[src/rtl/alu_arb_pkg.sv]
// rtl/alu_arb_pkg.sv - shared types and constants for the ALU share arbiter
//
// Contents:
//   OP_*        4-bit ALU opcode encodings seen on req_opcode / alu_opcode
//   arb_state_e arbiter FSM states IDLE -> EXEC -> RESP
//   FLAG_*      bit positions of S/Z/C/V inside a 4-bit flag nibble
//   pack_flags  builds a {S,Z,C,V} nibble from the ALU's flag outputs

package alu_arb_pkg;

  // ALU opcodes. 0111 and 1100..1111 are undefined; the arbiter forwards
  // every opcode unchanged and always stores the flags the ALU returns.
  localparam logic [3:0] OP_ADD = 4'b0000;
  localparam logic [3:0] OP_SUB = 4'b0001;
  localparam logic [3:0] OP_AND = 4'b0010;
  localparam logic [3:0] OP_OR  = 4'b0011;
  localparam logic [3:0] OP_XOR = 4'b0100;
  localparam logic [3:0] OP_CMP = 4'b0101;
  localparam logic [3:0] OP_NOT = 4'b0110;
  localparam logic [3:0] OP_SHL = 4'b1000;
  localparam logic [3:0] OP_SHR = 4'b1001;
  localparam logic [3:0] OP_ROL = 4'b1010;
  localparam logic [3:0] OP_SRA = 4'b1011;

  typedef enum logic [1:0] {
    IDLE = 2'd0,
    EXEC = 2'd1,
    RESP = 2'd2
  } arb_state_e;

  localparam int FLAG_S = 3;
  localparam int FLAG_Z = 2;
  localparam int FLAG_C = 1;
  localparam int FLAG_V = 0;

  function automatic logic [3:0] pack_flags(input logic s, input logic z,
                                            input logic c, input logic v);
    logic [3:0] f;
    f         = '0;
    f[FLAG_S] = s;
    f[FLAG_Z] = z;
    f[FLAG_C] = c;
    f[FLAG_V] = v;
    return f;
  endfunction

endpackage

[src/rtl/alu_share_arbiter_if.sv]
// rtl/alu_share_arbiter_if.sv - request/response bundle between issue ports and arbiter
//
// Signals (index i = requester i, two requesters):
//   req_valid/req_ready   request handshake per requester
//   req_opcode/req_d      ALU opcode and shift amount per requester
//   req_a/req_b           operands per requester
//   req_lock              ask to keep the grant after this op
//   rsp_valid/rsp_ready   response handshake per requester
//   rsp_data              shared registered result, qualified by rsp_valid
//   rsp_flags             per-requester {S,Z,C,V} flag registers
// Modports: master = issue-port side, slave = arbiter side.

interface alu_share_arbiter_if #(
  parameter int W = 16
);

  logic [1:0]        req_valid;
  logic [1:0]        req_ready;
  logic [1:0][3:0]   req_opcode;
  logic [1:0][3:0]   req_d;
  logic [1:0][W-1:0] req_a;
  logic [1:0][W-1:0] req_b;
  logic [1:0]        req_lock;
  logic [1:0]        rsp_valid;
  logic [1:0]        rsp_ready;
  logic [W-1:0]      rsp_data;
  logic [1:0][3:0]   rsp_flags;

  modport master (
    output req_valid, req_opcode, req_d, req_a, req_b, req_lock, rsp_ready,
    input  req_ready, rsp_valid, rsp_data, rsp_flags
  );

  modport slave (
    input  req_valid, req_opcode, req_d, req_a, req_b, req_lock, rsp_ready,
    output req_ready, rsp_valid, rsp_data, rsp_flags
  );

endinterface

[src/rtl/alu_arb_rr.sv]
// rtl/alu_arb_rr.sv - two-way round-robin picker
//
// Ports:
//   req_valid  in  2  pending requests
//   rr_ptr     in  1  requester that has priority this round
//   lock_hold  in  1  only rr_ptr may be granted (the other one stalls)
//   winner     out 1  index of the selected requester
//   any        out 1  a grant is possible this cycle

module alu_arb_rr (
  input  logic [1:0] req_valid,
  input  logic       rr_ptr,
  input  logic       lock_hold,
  output logic       winner,
  output logic       any
);

  always_comb begin
    winner = rr_ptr;
    any    = req_valid[rr_ptr];
    // Fall over to the other requester only when the priority one is idle
    // and no lock is pinning the grant.
    if (!lock_hold && !req_valid[rr_ptr] && req_valid[~rr_ptr]) begin
      winner = ~rr_ptr;
      any    = 1'b1;
    end
  end

endmodule

[src/rtl/alu_share_arbiter.sv]
// rtl/alu_share_arbiter.sv - round-robin sharing of one 16-bit ALU between two requesters
//
// One operation at a time: IDLE accepts a request, EXEC drives the ALU from
// latched operands and captures its result, RESP presents the result until
// the owning requester takes it. Each requester keeps its own S/Z/C/V.
//
// Optional feature macro: ALU_ARB_LOCK_EN
//   defined   - a completed op with req_lock=1 keeps the grant on its issuer
//   undefined - req_lock is ignored, pure round-robin
//
// Ports:
//   clk, reset                  clock, synchronous active-high reset
//   bus (alu_share_arbiter_if)  request/response channels (slave side)
//   alu_opcode, alu_d           to ALU, held between operations
//   alu_a, alu_b                to ALU, held between operations
//   alu_out                     ALU result
//   alu_s, alu_z, alu_c, alu_v  ALU condition codes

module alu_share_arbiter
  import alu_arb_pkg::*;
#(
  parameter int W    = 16,
  parameter int NREQ = 2
) (
  input  logic                 clk,
  input  logic                 reset,
  alu_share_arbiter_if.slave   bus,
  output logic [3:0]           alu_opcode,
  output logic [3:0]           alu_d,
  output logic [W-1:0]         alu_a,
  output logic [W-1:0]         alu_b,
  input  logic [W-1:0]         alu_out,
  input  logic                 alu_s,
  input  logic                 alu_z,
  input  logic                 alu_c,
  input  logic                 alu_v
);

  arb_state_e          state_q, state_d;
  logic                rr_ptr_q;
  logic                g_q;
  logic                winner;
  logic                any_valid;
  logic                lock_hold;
  logic                rr_next;
  logic [NREQ-1:0]     req_ready_d;
  logic [NREQ-1:0]     rsp_valid_d;
  logic [W-1:0]        rsp_data_q;
  logic [1:0][3:0]     flags_q;

  alu_arb_rr u_rr (
    .req_valid (bus.req_valid),
    .rr_ptr    (rr_ptr_q),
    .lock_hold (lock_hold),
    .winner    (winner),
    .any       (any_valid)
  );

`ifdef ALU_ARB_LOCK_EN
  logic lock_q;
  logic lock_hold_q;

  // A locked op leaves the pointer on its issuer and pins the picker there;
  // the first unlocked op from that issuer hands priority to the other side.
  always_ff @(posedge clk) begin
    if (reset) begin
      lock_q      <= 1'b0;
      lock_hold_q <= 1'b0;
    end else if (state_q == IDLE && any_valid) begin
      lock_q <= bus.req_lock[winner];
    end else if (state_q == RESP && bus.rsp_ready[g_q]) begin
      lock_hold_q <= lock_q;
    end
  end

  assign lock_hold = lock_hold_q;
  assign rr_next   = lock_q ? g_q : ~g_q;
`else
  logic unused_lock;
  assign unused_lock = &{1'b0, bus.req_lock};
  assign lock_hold   = 1'b0;
  assign rr_next     = ~g_q;
`endif

  always_comb begin
    state_d     = state_q;
    req_ready_d = '0;
    rsp_valid_d = '0;
    unique case (state_q)
      IDLE: begin
        // Ready follows valid combinationally, so any_valid already implies
        // the handshake completes at this edge.
        if (any_valid) begin
          req_ready_d[winner] = 1'b1;
          state_d             = EXEC;
        end
      end
      EXEC: state_d = RESP;
      RESP: begin
        rsp_valid_d[g_q] = 1'b1;
        if (bus.rsp_ready[g_q]) begin
          state_d = IDLE;
        end
      end
      default: state_d = IDLE;
    endcase
  end

  always_ff @(posedge clk) begin
    if (reset) begin
      state_q    <= IDLE;
      rr_ptr_q   <= 1'b0;
      g_q        <= 1'b0;
      alu_opcode <= '0;
      alu_d      <= '0;
      alu_a      <= '0;
      alu_b      <= '0;
      rsp_data_q <= '0;
      flags_q    <= '0;
    end else begin
      state_q <= state_d;
      unique case (state_q)
        IDLE: begin
          // The alu_* registers double as the operand latch and keep their
          // value until the next accepted request.
          if (any_valid) begin
            g_q        <= winner;
            alu_opcode <= bus.req_opcode[winner];
            alu_d      <= bus.req_d[winner];
            alu_a      <= bus.req_a[winner];
            alu_b      <= bus.req_b[winner];
          end
        end
        EXEC: begin
          rsp_data_q   <= alu_out;
          flags_q[g_q] <= pack_flags(alu_s, alu_z, alu_c, alu_v);
        end
        RESP: begin
          if (bus.rsp_ready[g_q]) begin
            rr_ptr_q <= rr_next;
          end
        end
        default: ;
      endcase
    end
  end

  assign bus.req_ready = req_ready_d;
  assign bus.rsp_valid = rsp_valid_d;
  assign bus.rsp_data  = rsp_data_q;
  assign bus.rsp_flags = flags_q;

endmodule

[src/flat_wrapper.sv]
// flat-port wrapper written by rule: the top's interface ports become plain ports
module alu_share_arbiter_flat import alu_arb_pkg::*;
#(
  parameter int W    = 16,
  parameter int NREQ = 2
)
  (clk, reset, alu_opcode, alu_d, alu_a, alu_b, alu_out, alu_s, alu_z, alu_c, alu_v, bus_req_valid, bus_req_opcode, bus_req_d, bus_req_a, bus_req_b, bus_req_lock, bus_rsp_ready, bus_req_ready, bus_rsp_valid, bus_rsp_data, bus_rsp_flags);
  alu_share_arbiter_if #(.W(W)) bus_i ();
  input  logic clk;
  input  logic reset;
  output logic [3:0] alu_opcode;
  output logic [3:0] alu_d;
  output logic [W-1:0] alu_a;
  output logic [W-1:0] alu_b;
  input  logic [W-1:0] alu_out;
  input  logic alu_s;
  input  logic alu_z;
  input  logic alu_c;
  input  logic alu_v;
  input wire logic [$bits(bus_i.req_valid)-1:0] bus_req_valid;
  input wire logic [$bits(bus_i.req_opcode)-1:0] bus_req_opcode;
  input wire logic [$bits(bus_i.req_d)-1:0] bus_req_d;
  input wire logic [$bits(bus_i.req_a)-1:0] bus_req_a;
  input wire logic [$bits(bus_i.req_b)-1:0] bus_req_b;
  input wire logic [$bits(bus_i.req_lock)-1:0] bus_req_lock;
  input wire logic [$bits(bus_i.rsp_ready)-1:0] bus_rsp_ready;
  output wire logic [$bits(bus_i.req_ready)-1:0] bus_req_ready;
  output wire logic [$bits(bus_i.rsp_valid)-1:0] bus_rsp_valid;
  output wire logic [$bits(bus_i.rsp_data)-1:0] bus_rsp_data;
  output wire logic [$bits(bus_i.rsp_flags)-1:0] bus_rsp_flags;
  assign bus_i.req_valid = bus_req_valid;
  assign bus_i.req_opcode = bus_req_opcode;
  assign bus_i.req_d = bus_req_d;
  assign bus_i.req_a = bus_req_a;
  assign bus_i.req_b = bus_req_b;
  assign bus_i.req_lock = bus_req_lock;
  assign bus_i.rsp_ready = bus_rsp_ready;
  assign bus_req_ready = bus_i.req_ready;
  assign bus_rsp_valid = bus_i.rsp_valid;
  assign bus_rsp_data = bus_i.rsp_data;
  assign bus_rsp_flags = bus_i.rsp_flags;
  alu_share_arbiter #(.W(W), .NREQ(NREQ)) u_core (.clk(clk), .reset(reset), .bus(bus_i), .alu_opcode(alu_opcode), .alu_d(alu_d), .alu_a(alu_a), .alu_b(alu_b), .alu_out(alu_out), .alu_s(alu_s), .alu_z(alu_z), .alu_c(alu_c), .alu_v(alu_v));
endmodule
[config.mk]
export PLATFORM = sky130hd
export DESIGN_NAME = alu_share_arbiter_flat
export DESIGN_NICKNAME = d
export VERILOG_FILES = /design/src/rtl/alu_arb_pkg.sv /design/src/rtl/alu_share_arbiter_if.sv /design/src/rtl/alu_arb_rr.sv /design/src/rtl/alu_share_arbiter.sv /design/src/flat_wrapper.sv
export SDC_FILE = /design/constraint.sdc
export NUM_CORES = 1
export LEC_CHECK = 0
export CAP_MARGIN = 25
export CORE_ASPECT_RATIO = 0.6
export CORE_MARGIN = 8
export CORE_UTILIZATION = 40
export DETAILED_ROUTE_END_ITERATION = 10
export GPL_TIMING_DRIVEN = 0
export PLACE_DENSITY = 0.8
export SKIP_LAST_GASP = 1
export SYNTH_ARGS = -nofsm -noshare
export SYNTH_HDL_FRONTEND = slang
export SYNTH_SLANG_ARGS = --single-unit
[constraint.sdc]
create_clock -name clk -period 2.15 [get_ports clk]
set_input_delay 0.215 -clock clk [delete_from_list [all_inputs] [get_ports clk]]
set_output_delay 0.215 -clock clk [all_outputs]
set_load 0.1 [all_outputs]
==> results of run 1 <==
kinds of logic after synthesis:
family                     Yosys count
AOI/OAI and AO/OA                  153
buffers and inverters               61
adders and majority gates            1
and+or+nand+nor                    101
DFF                                 68
muxes                                1
worst reg2reg max path: cells and delay by family, from the launching register on:
family          cells  cell delay (ps)
simple gates        2              360
buf+inv             2              300
compound gates      1              540
flops               1              300
report_power, final:
part | switching (mW) | internal (mW)
sequential | 0.0790 | 1.40
combinational | 1.49 | 0.600
clock | 0.535 | 0.957
total | 2.11 | 2.95
synth_stat cells, types with 3 or more instances:
master and number:
dfxtp_1 68, a21oi_1 67, a2111oi_0 48, nand2_1 42, nor4_1 40, clkbuf_1 33, a2111oi_1 32, buf_2 16
buf_6 8, nand3_1 4, nand3b_1 4, o21ai_1 3
registers in the layout, summed over array words and instances, names as in the netlist:
signal                flops
u_core.alu_a             16
u_core.alu_b             16
u_core.bus.rsp_data      16
u_core.bus.rsp_flags      8
u_core.alu_d              4
u_core.alu_opcode         4
u_core.state_q            2
u_core.g_q                1
u_core.rr_ptr_q           1
metal layers:
layer  GRT usage  part of all wire
met5           0                 0
met4      0.0517            0.0070
met3      0.0878              0.12
met2       0.360              0.43
met1       0.315              0.44
area by class of cell:
type | count | area, um^2 | area share
Buffer | 58 | 298 | 0.0543
Clock buffer | 12 | 256 | 0.0467
Clock inverter | 4 | 47.5 | 0.00866
Inverter | 3 | 11.3 | 0.00205
Multi-Input combinational cell | 256 | 1670 | 0.304
Sequential cell | 68 | 1360 | 0.248
Tap cell | 108 | 135 | 0.0246
Timing Repair Buffer | 172 | 1710 | 0.312
what timing repair did:
item                                    CTS  global route
resized for setup                        16             5
endpoints found under the setup margin    4             3
endpoints found under the hold margin     0             0
worst paths after layout:
kind / to / slack, ps / cells past startpoint
worst max-delay path: bus_req_ready[0] / 80 / 5
worst min register to register: u_core.bus.rsp_flags[4] / 450 / 2
worst min-delay path: u_core.bus.rsp_data[10] / 430 / 3
worst max register to register: u_core.alu_opcode[3] / 500 / 5
==> impl_metrics.csv, run 1 <==
group,metric,value,unit
logic_synthesis,synthAdderAreaFrac,0.00301,
grt,grt_pass1_wl,22100,um
logic_synthesis,synth_top_area_share,0.409,
drt,wl_per_cell,21.0,um
drt,drc,0,
sta,rsz0062_at_grt,"false",
drt,viasPerCell,6.01,
sta,fin_ws,77.2,ps
worst_hold_path,hp-start,"alu_out[10]",
logic_synthesis,synth.largest_area_cell,"dfxtp_1",
logic_synthesis,yosys.area_share.simple,0.158,
sta,holdWs,432,ps
placed_design,place.port_buffers,172,
logic_synthesis,synth.area.mux_share,0.00301,
finish,drive_above_1_share,0.0820,
critical_path,worst-path-max-fanout,6,
critical_path,arrival,1860,ps
finish,insertedDiodeCount,0,
logic_synthesis,ys_ff_latch,68,
flow_run,cap_violations,0,
clock_tree,cts_buffer_depth,2,
placed_design,gp_congestion,0.859,
die,num_rows,25,
die,fp.dieArea,0.0116,mm^2
logic_synthesis,synth_edf_count,0,
sta,finalHoldViolations,0,
drt,drtAntennaViolNets,0,
power_and_ir_drop,power,5.06,mW
power_and_ir_drop,p_leak,1.80,nW
logic_synthesis,syn_inst,385,
logic_synthesis,synth-async-reset-ratio,0,
logic_synthesis,ys_types,27,
logic_synthesis,synth_xor_xnor_area_share,0,
grt,grt_max_degree,12,
clock_tree,cts_tree,"done",
critical_path,crit_start,"bus_req_valid[1]",
finish,final_core_util,0.688,
clock_tree,ctsHoldBuffers,0,
die,fp.dieW,134,um
grt,grt-ovfl-total,0,
sta,min_period,2070,ps
run_status,outcome,"finished, final reports clean",
grt,grt_pass1_vias,3969,
critical_path,required,1930,ps
logic_synthesis,seq_area_frac_synth,0.409,
finish,final_common_cell,"clkdlybuf4s50_1",
critical_path,cp-start-kind,"input pin",
logic_synthesis,synth.area.top_cells,"dfxtp_1, a2111oi_0, a21oi_1",
sta,worst_slew_pin_slew,1020,ps
drt,wl,14300,um
sta,slew_headroom,0.317,
critical_path,rr_startpoint,"u_core.state_q[1]",
logic_synthesis,synth_compound_area_frac,0.334,
die,ioPinCount,176,
finish,nNetsFinal,676,
critical_path,path_buf_inv,3,
sta,period_share,0.964,
critical_path,critPathTopFamily,"buffers and inverters",
clock_tree,cts_root_buffer,"clkbuf_16",
sta,setup_viol,0,
sta,finalClockSkew,5.41,ps
logic_synthesis,synth_top_family_by_area,"compound AO/OA/AOI/OAI gates",
placed_design,place_area,0.00519,mm^2
logic_synthesis,yosysWarnings,0,
critical_path,slowest_delay,610,ps
logic_synthesis,syn_area_per_cell,8.65,um^2
clock_tree,htreeDepth,3,
drt,firstDrtPassIters,5,
finish,layout_common_cells,"clkdlybuf4s50_1, dfxtp_1, a21oi_1",
power_and_ir_drop,vdd_drop_max,0.512,mV
sta,fin_tns_setup,0,ps
grt,antenna_found_initial,0,
sta,timing.fmax,482,MHz
finish,fill_cells,647,
clock_tree,clk_pin_slew,50,ps
die,die_h,86.7,um
finish,fin_area,0.00549,mm^2
grt,gr-usage-all-layers,0.238,
placed_design,dp_hpwl,10700,um
power_and_ir_drop,power_density,922,mW/mm^2
clock_tree,numCtsBuffers,9,
drt,drtIter0Drc,458,
placed_design,placed_cells,665,
logic_synthesis,syn_area,0.00333,mm^2
critical_path,worstSetupPathType,"input pin to primary output",
drt,vias,4091,
finish,instances_no_fill,681,
finish,area_growth,64.8,%
critical_path,path_cells,"clkdlybuf4s50_1 > inv_1 > maj3_1 > nor2b_2 > buf_2",
clock_tree,clock_sinks,68,
placed_design,place_ws,-722,ps
critical_path,cp_slowest_cell,"clkdlybuf4s50_1",
clock_tree,post_cts_buffers,0,
die,initial_core_util,0.417,
sta,finalMaxSlewViolations,0,
critical_path,cp-end-kind,"primary output",
worst_hold_path,holdCritPathClass,"input pin to register",
clock_tree,clk_latency,330,ps
logic_synthesis,synth_nets,493,
die,core_area,0.00798,mm^2
logic_synthesis,yosys_most_used_dff,"dfxtp_1",
Note: power is estimated with default switching activity, not from simulation.
==> inputs of run 2 (changes only) <==
--- a/config.mk
+++ b/config.mk
@@ -9,8 +9,8 @@
 export CORE_ASPECT_RATIO = 0.6
 export CORE_MARGIN = 8
-export CORE_UTILIZATION = 40
+export CORE_UTILIZATION = 33
 export DETAILED_ROUTE_END_ITERATION = 10
 export GPL_TIMING_DRIVEN = 0
-export PLACE_DENSITY = 0.8
+export PLACE_DENSITY = 0.68
 export SKIP_LAST_GASP = 1
 export SYNTH_ARGS = -nofsm -noshare
==> constraint.sdc (replaced) <==
create_clock -name clk -period 2.15 [get_ports clk]
set_input_delay 0.215 -clock clk [delete_from_list [all_inputs] [get_ports clk]]
set_output_delay 0.215 -clock clk [all_outputs]
set_load 0.005 [all_outputs]
==> run 2 against run 1 <==
Net effect:
- fmax is 0.58% higher
- worst hold slack better by 4.9 ps
- clock power rose by 5%
- combinational power shrank 44%
- die area grew 18%
- largest cell class unchanged
==> impl_metrics.csv, run 2 (synthesis gave the netlist of run 1 again) <==
group,metric,value,unit
run_status,outcome,"finished, final reports clean",
clock_tree,numCtsBuffers,9,
power_and_ir_drop,vdd_drop_max,0.403,mV
drt,vias,3991,
sta,finalHoldViolations,0,
drt,drtAntennaViolNets,0,
grt,antenna_found_initial,0,
clock_tree,clk_latency,330,ps
drt,firstDrtPassIters,4,
sta,worst_slew_pin_slew,570,ps
critical_path,required,1930,ps
finish,fill_cells,867,
drt,drtIter0Drc,239,
sta,fin_tns_setup,0,ps
drt,wl_per_cell,20.4,um
critical_path,path_buf_inv,2,
critical_path,worst-path-max-fanout,6,
grt,grt_pass1_wl,22300,um
grt,grt_max_degree,12,
placed_design,gp_congestion,0.822,
die,die_h,93.8,um
power_and_ir_drop,power_density,757,mW/mm^2
critical_path,crit_start,"u_core.rr_ptr_q",
power_and_ir_drop,power,4.20,mW
finish,area_growth,66.7,%
critical_path,slowest_delay,530,ps
critical_path,arrival,1850,ps
clock_tree,cts_root_buffer,"clkbuf_16",
finish,drive_above_1_share,0.0768,
grt,gr-usage-all-layers,0.202,
placed_design,dp_hpwl,10800,um
placed_design,place.port_buffers,172,
die,num_rows,28,
worst_hold_path,hp-start,"alu_out[5]",
clock_tree,cts_tree,"done",
finish,layout_common_cells,"clkdlybuf4s50_1, a21oi_1, dfxtp_1",
sta,min_period,2060,ps
critical_path,cp-end-kind,"primary output",
die,fp.dieW,146,um
critical_path,worstSetupPathType,"register to primary output",
finish,insertedDiodeCount,0,
critical_path,cp-start-kind,"register",
critical_path,rr_startpoint,"u_core.state_q[1]",
clock_tree,clock_sinks,68,
critical_path,cp_slowest_cell,"clkdlybuf4s50_1",
die,ioPinCount,176,
sta,slew_headroom,0.610,
clock_tree,htreeDepth,3,
drt,wl,14400,um
clock_tree,clk_pin_slew,50,ps
flow_run,cap_violations,0,
worst_hold_path,holdCritPathClass,"input pin to register",
sta,timing.fmax,485,MHz
sta,rsz0062_at_grt,"false",
clock_tree,ctsHoldBuffers,0,
sta,finalMaxSlewViolations,0,
die,initial_core_util,0.338,
critical_path,path_cells,"inv_2 > maj3_1 > nor2_1 > clkdlybuf4s50_1",
grt,grt-ovfl-total,0,
grt,grt_pass1_vias,4031,
drt,viasPerCell,5.64,
sta,period_share,0.959,
finish,nNetsFinal,676,
sta,finalClockSkew,4.15,ps
power_and_ir_drop,p_leak,1.82,nW
finish,final_common_cell,"clkdlybuf4s50_1",
die,fp.dieArea,0.0137,mm^2
sta,setup_viol,0,
critical_path,critPathTopFamily,"buffers and inverters",
die,core_area,0.00984,mm^2
drt,drc,0,
clock_tree,cts_buffer_depth,2,
run 2: changes by cell type in the layout (fill, tap and decap cells not counted), moves of 2 or more:
cell,before,now
clkbuf_8,2,4
clkbuf_1,34,32
clkbuf_4,2,0
clkdlybuf4s50_1,168,170
run 2: tightest hold or removal path, delay by kind of cell:
kind / cells / cell delay (ps)
compound gates: 1 / 50
buf+inv: 1 / 390
simple gates: 1 / 60
run 2: report_power, final:
group | switching (mW) | total, mW | internal, mW
Sequential | 0.0770 | 1.47 | 1.40
Clock | 0.541 | 1.56 | 1.02
Combinational | 0.561 | 1.17 | 0.605
Total | 1.18 | 4.20 | 3.02
run 2: stage by stage:
stage                     std cells  hold WS (ps)  utilization  area (um^2)  worst slack (ps)
after detailed placement        692           447        0.530         5220             -95.3
after global placement          692           442        0.530         5220             -80.4
after CTS                       708           423        0.564         5550             -2.38
after floorplan                 385           351            -         3330               827
final                           708           437        0.564         5550              89.2
after global routing            708           438        0.564         5550             0.666
run 2: metal layers:
| metal | track usage | part of all wire |
|---|---|---|
| met5 | 0 | 0 |
| met3 | 0.0808 | 0.093 |
| met2 | 0.306 | 0.44 |
| met4 | 0.0491 | 0.010 |
| met1 | 0.265 | 0.46 |
run 2: layout make-up:
| type | instances | area (um^2) | area share |
|---|---|---|---|
| Buffer | 58 | 299 | 0.0539 |
| Clock buffer | 13 | 280 | 0.0505 |
| Clock inverter | 3 | 42.5 | 0.00766 |
| Inverter | 3 | 11.3 | 0.00203 |
| Multi-Input combinational cell | 256 | 1660 | 0.300 |
| Sequential cell | 68 | 1360 | 0.245 |
| Tap cell | 135 | 169 | 0.0304 |
| Timing Repair Buffer | 172 | 1720 | 0.310 |
run 2: worst paths after layout:
path / end / slack (ps) / depth (start not counted)
max: bus_req_ready[1] / 90 / 4
min: u_core.bus.rsp_data[5] / 440 / 3
max reg2reg: u_core.alu_a[10] / 530 / 5
min reg2reg: u_core.bus.rsp_flags[7] / 450 / 2
run 2: timing repair:
action,4_1_cts,5_1_grt
hold endpoints to repair,0,0
resized for setup,3,3
buffers inserted,0,0
endpoints found under the setup margin,3,3
